**src/rtl/pdm_capture_fifo.sv**
```systemverilog
// PDM microphone front end: bit clock generation, mono/stereo capture,
// boxcar decimation to signed PCM and a first-word-fall-through sample FIFO.
module pdm_capture_fifo #(
    parameter int DECIM    = 64,
    parameter int CHANNELS = 1,
    parameter int DEPTH    = 16,
    parameter int SAMPLE_W = 8
) (
    input  logic                       mclk,
    input  logic                       reset,
    input  logic                       en,
    output logic                       pdm_clk,
    output logic                       pdm_lrsel,
    input  logic                       pdm_data,
    output logic [SAMPLE_W-1:0]        m_data,
    output logic                       m_chan,
    output logic                       m_valid,
    input  logic                       m_ready,
    output logic [$clog2(DEPTH):0]     level,
    output logic                       full,
    output logic                       empty,
    output logic                       overflow,
    input  logic                       ovf_clr
);

    localparam int PW = $clog2(DECIM);
    localparam int OW = PW + 1;
    localparam int AW = $clog2(DEPTH);
    localparam int LW = AW + 1;
    localparam int WW = SAMPLE_W + 1;
    localparam bit STEREO = (CHANNELS == 2);

    logic          r_pdm_clk;
    logic [PW-1:0] r_period;
    logic [OW-1:0] r_ones_l;
    logic [OW-1:0] r_ones_r;
    logic          r_wr_en;
    logic [WW-1:0] r_wr_word;
    logic [WW-1:0] r_mem [DEPTH];
    logic [AW-1:0] r_wptr;
    logic [AW-1:0] r_rptr;
    logic [LW-1:0] r_level;
    logic          r_overflow;

    logic                w_cap_l;
    logic                w_cap_r;
    logic                w_last_l;
    logic                w_last_r;
    logic [OW-1:0]       w_ones_l;
    logic [OW-1:0]       w_ones_r;
    logic [SAMPLE_W-1:0] w_samp_l;
    logic [SAMPLE_W-1:0] w_samp_r;
    logic                w_full;
    logic                w_valid;
    logic                w_pop;
    logic                w_push;
    logic                w_drop;

    // L is sampled on the rising bit-clock edge, R on the falling one
    assign w_cap_l  = en & ~r_pdm_clk;
    assign w_cap_r  = en & r_pdm_clk & STEREO;
    assign w_last_l = w_cap_l && (r_period == PW'(DECIM - 1));
    assign w_last_r = w_cap_r && (r_period == '0);
    assign w_ones_l = r_ones_l + OW'(pdm_data);
    assign w_ones_r = r_ones_r + OW'(pdm_data);
    assign w_samp_l = SAMPLE_W'({w_ones_l, 1'b0}) - SAMPLE_W'(DECIM);
    assign w_samp_r = SAMPLE_W'({w_ones_r, 1'b0}) - SAMPLE_W'(DECIM);

    always_ff @(posedge mclk) begin
        if (reset || !en) begin
            r_pdm_clk <= 1'b0;
            r_period  <= '0;
            r_ones_l  <= '0;
            r_ones_r  <= '0;
        end else begin
            r_pdm_clk <= ~r_pdm_clk;
            if (w_cap_l) begin
                r_period <= w_last_l ? '0 : r_period + PW'(1);
                r_ones_l <= w_last_l ? '0 : w_ones_l;
            end
            if (w_cap_r) begin
                r_ones_r <= w_last_r ? '0 : w_ones_r;
            end
        end
    end

    always_ff @(posedge mclk) begin
        if (reset) begin
            r_wr_en   <= 1'b0;
            r_wr_word <= '0;
        end else begin
            r_wr_en   <= w_last_l | w_last_r;
            r_wr_word <= w_last_r ? {1'b1, w_samp_r} : {1'b0, w_samp_l};
        end
    end

    assign w_full  = (r_level == LW'(DEPTH));
    assign w_valid = (r_level != '0);
    assign w_pop   = w_valid & m_ready;
    assign w_push  = r_wr_en & (~w_full | w_pop);
    assign w_drop  = r_wr_en & w_full & ~w_pop;

    always_ff @(posedge mclk) begin
        if (w_push) begin
            r_mem[r_wptr] <= r_wr_word;
        end
    end

    always_ff @(posedge mclk) begin
        if (reset) begin
            r_wptr  <= '0;
            r_rptr  <= '0;
            r_level <= '0;
        end else begin
            if (w_push) begin
                r_wptr <= r_wptr + AW'(1);
            end
            if (w_pop) begin
                r_rptr <= r_rptr + AW'(1);
            end
            unique case ({w_push, w_pop})
                2'b10:   r_level <= r_level + LW'(1);
                2'b01:   r_level <= r_level - LW'(1);
                default: r_level <= r_level;
            endcase
        end
    end

    // a drop in the same cycle as a clear wins so no loss goes unreported
    always_ff @(posedge mclk) begin
        if (reset) begin
            r_overflow <= 1'b0;
        end else if (w_drop) begin
            r_overflow <= 1'b1;
        end else if (ovf_clr) begin
            r_overflow <= 1'b0;
        end
    end

    assign pdm_clk   = r_pdm_clk;
    assign pdm_lrsel = 1'b0;
    assign m_valid   = w_valid;
    assign m_data    = w_valid ? r_mem[r_rptr][SAMPLE_W-1:0] : '0;
    assign m_chan    = w_valid & r_mem[r_rptr][SAMPLE_W];
    assign level     = r_level;
    assign full      = w_full;
    assign empty     = ~w_valid;
    assign overflow  = r_overflow;

endmodule

```
**config.mk**
```make
export PLATFORM = sky130hd
export DESIGN_NAME = pdm_capture_fifo
export DESIGN_NICKNAME = d
export VERILOG_FILES = /design/src/rtl/pdm_capture_fifo.sv
export SDC_FILE = /design/constraint.sdc
export NUM_CORES = 1
export LEC_CHECK = 0
export BUFFER_PORTS_ARGS = -buffer_cell sky130_fd_sc_hd__buf_4
export CAP_MARGIN = 20
export CELL_PAD_IN_SITES_DETAIL_PLACEMENT = 1
export CELL_PAD_IN_SITES_GLOBAL_PLACEMENT = 2
export CORE_MARGIN = 4
export CORE_UTILIZATION = 35
export CTS_CLUSTER_DIAMETER = 80
export CTS_CLUSTER_SIZE = 24
export DETAILED_ROUTE_END_ITERATION = 6
export GPL_TIMING_DRIVEN = 0
export PLACE_DENSITY_LB_ADDON = 0.12
export RECOVER_POWER = 25
export SYNTH_ARGS = -nofsm -noshare
export SYNTH_HDL_FRONTEND = slang
export SYNTH_SLANG_ARGS = --single-unit
export TNS_END_PERCENT = 10
```
**constraint.sdc**
```tcl
create_clock -name mclk -period 4.3 [get_ports mclk]
set_input_delay 0.43 -clock mclk [delete_from_list [all_inputs] [get_ports mclk]]
set_output_delay 0.43 -clock mclk [all_outputs]
set_load 0.005 [all_outputs]
```
# Word level (Yosys, flattened, before mapping)
# Memory sizes are Yosys's and may differ from the RTL's. A register that Yosys moved wholly into a read port is not among the register bits.
# Cells that the tools add are included.
[totals]
reg_bits = 38
mem_bits_rw = 144
in_bits = 6
word_cells = 49
memories = 1
[memory_table]
columns = ["name", "words", "word_bits", "rd", "rd_ports_with_merged_regs", "wr", "line", "source"]
rows = [
  ["r_mem", 16, 9, 1, 1, 1, "39", "logic [WW-1:0] r_mem [DEPTH];"],
]
[classes]
addsub = 7
n_eq_ne = 4
mux = 10
bitwise = 11
reduce_logical = 6
[ops]
columns = ["cell", "n"]
rows = [
  ["5-bit one-hot mux with 2 select lines", 1],
  ["4-bit by 1-bit adder with 4-bit output (second input constant)", 2],
  ["4-bit 2-to-1 mux", 2],
  ["8-bit 2-to-1 mux", 1],
  ["8-bit by 7-bit subtractor with 8-bit output (second input constant)", 1],
  ["7-bit by 1-bit adder with 7-bit output", 1],
  ["7-bit 2-to-1 mux", 1],
  ["6-bit by 1-bit adder with 6-bit output (second input constant)", 1],
  ["1-bit AND", 6],
  ["6-bit == test (second input constant)", 1],
  ["6-bit 2-to-1 mux", 1],
  ["5-bit by 1-bit adder with 5-bit output (second input constant)", 1],
  ["5-bit == test (second input constant)", 1],
  ["5-bit nonzero test", 1],
  ["5-bit by 1-bit subtractor with 5-bit output (second input constant)", 1],
  ["1-bit 2-to-1 mux", 4],
  ["1-bit inverter", 4],
  ["2-bit nonzero test", 2],
  ["2-bit by 1-bit == test with 1-bit output (second input constant)", 1],
  ["2-bit == test (second input constant)", 1],
  ["1-bit logical AND", 1],
  ["1-bit logical NOT", 1],
  ["1-bit logical OR", 1],
  ["1-bit bitwise OR", 1],
]

# Logic depth before layout (Yosys ltp)
[logic_depth]
depth_word = 6
depth_mapped = 9

# Least setup slack after synthesis
# OpenSTA, ideal clock, no wires.
[synth_path]
kind = "flip-flop to flip-flop"
start = "register r_level[1] (netlist: level[1])"
end = "register r_level[4] (netlist: level[4])"
setup_ns = 0.071
arrival_time_ns = 2.461
required_ns = 4.229
setup_slack_ns = 1.768
path_stages_with_launch = 10
period_less_slack_ns = 2.532
path_cell_list = "dfxtp_1 buf_6 or4_4 buf_6 o21a_1 mux2_2 ha_1 or4b_1 a21o_1 a21oi_1"
[synth_via]
elab_chain_cells = 6
word_cells_on_any_way = 12
classes_between = "add/sub: 2; eq/ne: 3; mux: 1; bitwise: 4; reduce/logical: 2"
[synth_lines]
columns = ["element", "line", "source"]
rows = [
  ["start: declaration", "42", "logic [LW-1:0] r_level;"],
  ["start signal: assignment", "122", "2'b10: r_level <= r_level + LW'(1);"],
  ["start signal: assignment", "123", "2'b01: r_level <= r_level - LW'(1);"],
  ["start signal: assignment", "124", "default: r_level <= r_level;"],
  ["5-bit nonzero test / 5-bit == test (equally long branches)", "98, 97", ""],
  ["1-bit AND / 1-bit inverter (equally long branches)", "99, 100", ""],
  ["1-bit bitwise OR", "100", "assign w_push = r_wr_en & (~w_full | w_pop);"],
  ["1-bit AND", "100", ""],
  ["2-bit by 1-bit == test with 1-bit output / 2-bit == test (equally long branches)", "121", "unique case ({w_push, w_pop})"],
  ["5-bit one-hot mux with 2 select lines / 2-bit nonzero test (equally long branches)", "-", ""],
]
# Parallel ways exist; a longest one is shown, timed or not.
# A chain may end at the register's enable or synchronous reset.

==> results <==
- The area growth from synthesis to layout is 16.87%.
- The kind of end point of the critical path is an output pin.
- By area the synthesized netlist is led by edfxtp_1 54%, dfxtp_1 13%, mux4_2 10%, mux2i_1 2.9%, nor2_1 2.2%.
- TritonCTS built the clock tree.
- The part of the total power dissipated in sequential elements is about half.
- The combinational share of power is less than 1%.
- The analysis attributes to net switching a power of around 570 uW.
- The buffer type at the clock tree root is clkbuf_16.
- For this configuration, the core starts out at a cell density of a little over a third.
- The number of synthesized register bits is roughly 150.
- The filler cells instantiated in the layout total 1,757.
- The worst vdd rail ir drop is around 0.27 mV.
- After synthesis, the most frequently instantiated cells are 112 x edfxtp_1, 40 x dfxtp_1, 37 x nor2_1.
- The most common cell type on the critical path is clkbuf_1.
- Of all cell types, the one taking the most synthesized area is edfxtp_1.
- The worst setup slack after placement is approximately 1.3 ns.
- The first detailed-routing pass took 4 iterations.
- The routability-driven placement congestion ratio is 0.7728.
- The initial antenna violation count is 0.
- In this run, the clock network consumes between 40% and 50% of the power.
- The post-layout utilization of the core is a little over two fifths.
- For this run, the register share of the synthesized area comes to 67.38%.
- The transition time at the pin with the least slew margin is just over 0.8 ns.
- In this run, synthesis inferred 112 flip-flops with an integrated enable.
- The clock-pin transition on the worst setup and hold timing paths is about 0.06 ns.
- The final antenna diode count is 0.
- The total clock buffers created by CTS is 17.
- STA classifies the critical path startpoint as a register.
- Among all stages on the critical path, the largest delay is contributed by clkbuf_1.
- The routed wirelength normalized by instance count is 19.99 um.
- The largest single stage delay on the critical path is roughly 0.62 ns.
- The overall track demand over capacity in global routing is between 10% and 20%.
- The number of design rule violations left after detail routing is 0.
- The initialized floorplan defines 48 standard-cell rows.
- The final hold violation count is 0.
- In the final layout, the share of cells above drive strength 1 is approximately a fifth.
- The die boundary height is between 100 and 150 um.
- The clock passes through at most 2 buffers.
- Dividing the detail-routed via count by the number of cells gives 5.144.
- The design draws 3.047 mW.
- After layout, the minimum clock period comes to around 3.3 ns.
- The signal on the critical path passes through clkbuf_1 > clkbuf_1 > mux4_2 > mux2i_1 > o22ai_1 > buf_4.
- Counting both buffers and inverters, the worst setup path holds a total of 3.
- Input and output buffers added on the ports amount to 21.
- The power density over cell area is 421.9 nW/um^2.
- The die is between 100 and 150 um wide.
- The number of different library cells in the post-synthesis netlist is 48.
- The worst path meets setup with about 0.97 ns of slack.
- Of all flip-flops after synthesis, the portion carrying an async set or reset was 0%.
- The placeable core area is between 15,000 and 20,000 um^2.
- The flow ran to the end, and the final reports show no timing, DRC or antenna violations.
- Summed over all cells, the static leakage comes to between 2 and 2.5 nW.
- The total die area is approximately 20,000 um^2.
- For the worst setup path, the data arrival time is 2.90 ns.
- The detailed router finished its first iteration with 169 violations.
- Setup violations remaining at the end of the flow were counted as 0.
- In the synthesized netlist the dominant register cell turns out to be edfxtp_1.
- The number of hold buffers added after CTS is 0.
- By instance count, the leading cell after synthesis is edfxtp_1.
- Setup repair after global routing left no endpoint under its margin.
- The number of vias in the routed layout is 3,508.
- Derived from the worst setup path, the maximum achievable clock frequency is approximately 0.30 GHz.
- The peak fanout along the critical path is 10.
- Summed over all layers, the routed wires come to between 10,000 and 15,000 um.
- Of the available clock period, the critical path in the final layout requires between 70% and 80%.
- The count of maximum capacitance violations is 0.
- Detailed placement finished with a half-perimeter wire length of a little over 9000 um.
- The number of sinks driven by the clock tree is 152.
- In the final timing run, aggregate negative setup slack is 0 ns.
- The H-tree was split into 4 levels.
- The count of boundary I/O pins is 26.
- The largest net degree at the start of global routing is 17.
- The critical path in this run is classified as register to output pin.
- The synthesized netlist occupies a cell area of 6180 um^2.
- At the later pin of the worst-skew pair, clock insertion delay measures between 0.4 and 0.5 ns.
- The number of global-route vias before repair is roughly 3,800.
- The tightest min-delay check is of the input pin to register type.
- The remaining global-route overflow is 0.
- The internal portion of total power is approximately 2.5 mW.
- The count of buffers added by post-CTS timing repair for setup is 0.
- The proportion of total power due to net switching is a little under a fifth.
- The final net count is ~460.
- The warning count from the yosys run is 0.
- The required time reported for the critical path endpoint is around 3.9 ns.
- Each instance of the synthesized netlist takes up on average ~15 um^2.
- Broken down by cell family, the worst path's largest delay share belongs to buffers and inverters.
- The first global-routing pass estimated 21,590 um of wire.
- Headroom to the max-slew limit came out at about 46%.
- Once the clock tree was built, the resizer swapped 0 gates to a different size.
- The fraction of post-synthesis cell area in the top cell type by area is between 50% and 60%.
- The detail route stage leaves a number of antenna-violating nets equal to 0.
- The clock skew is ~0.0084 ns.
- The number of pins exceeding their max-slew limit in the final report is 0.
- The cell count after synthesis came out at 400.
==> logic make-up (layout without fill, tap and decap cells) <==
kind of cell	count (synthesis)	count (layout)	synth area share [%]
compound gates	52	52	5.487
xor+xnor	11	11	1.559
fa+ha+maj	9	9	1.822
buf+inv	25	80	2.004
flops	152	152	67.38
mux	49	49	13.67
other cells	1	3	0.06068
simple gates	101	101	8.018
==> power by group through the flow <==
stage / Combinational, mW / Clock [mW] / Sequential (mW)
2_1_floorplan: 0.0171 / 0 / 1.60
3_3_place_gp: 0.0291 / 0 / 1.61
3_5_place_dp: 0.0296 / 0 / 1.61
4_1_cts: 0.0297 / 1.49 / 1.58
5_1_grt: 0.0321 / 1.55 / 1.58
6_report: 0.0287 / 1.44 / 1.58
==> registers in the layout, summed over array words and instances, names as in the netlist, 4 cells and up, named ones only <==
| register | flops |
|---|---|
| r_mem | 112 |
| r_ones_l | 7 |
| r_wr_word | 7 |
| r_period | 6 |
| level | 5 |
| r_rptr | 4 |
| r_wptr | 4 |
==> metrics by stage <==
stage	instances	hold WS (ns)	cell area (um^2)
floorplan	402	0.4505	6187
global placement	648	0.4610	6626
detailed placement	652	0.4782	6656
CTS	682	0.3058	7222
global route	682	0.3266	7222
finish	682	0.3200	7222
==> final timing paths <==
check                                  from           to  slack (ns)  cells after the start
worst max register to register     level[0]     level[4]        1.64                      8
worst min-delay path                ovf_clr     overflow        0.32                      4
worst min register to register  r_ones_l[6]  r_ones_l[6]        0.48                      2
worst max-delay path               register    m_data[7]        0.97                      6
==> worst min-delay path: stages <==
cell and delay (ns):
buf_4 0.08, nor2b_1 0.03, a21oi_1 0.10, nor2_1 0.04
==> metal layers <==
metal / vias up / share of wire [%] / GRT usage (%)
met5: - / 0 / 0
met2: 67 / 52 / 25.68
met1: 1804 / 42 / 18.05
li1: 1628 / - / -
met3: 9 / 4.9 / 3.426
met4: 0 / 0.84 / 3.672
==> cell usage in the layout (no fill, tap or decap), drive strengths merged, types with 3 or more instances in the layout <==
cell type / synthesis / layout
a21oi: 14 / 14
a22oi: 4 / 4
and3: 3 / 3
buf: 10 / 35
bufinv: 0 / 3
clkbuf: 12 / 31
clkinv: 0 / 6
conb: 1 / 3
dfxtp: 40 / 40
edfxtp: 112 / 112
ha: 9 / 9
inv: 3 / 3
mux2: 3 / 3
mux2i: 18 / 18
mux4: 28 / 28
nand2: 16 / 16
nand2b: 8 / 8
nand3: 7 / 7
nand4: 3 / 3
nor2: 37 / 37
nor2b: 9 / 9
nor3: 8 / 8
o211ai: 5 / 5
o21a: 4 / 4
o21ai: 8 / 8
o22ai: 8 / 8
xor2: 9 / 9
==> layout make-up <==
cell class / instances / area, um^2 / area share [%]
clock inverter: 11 / 132.6 / 1.836
timing repair buffer: 25 / 187.7 / 2.599
clock buffer: 19 / 432.9 / 5.994
sequential: 152 / 4164 / 57.66
inverter: 3 / 11.26 / 0.1559
multi-input combinational: 225 / 1899 / 26.30
tap: 225 / 281.5 / 3.898
buffer: 22 / 112.6 / 1.559
No activity file was read; power rests on OpenSTA's default activity.
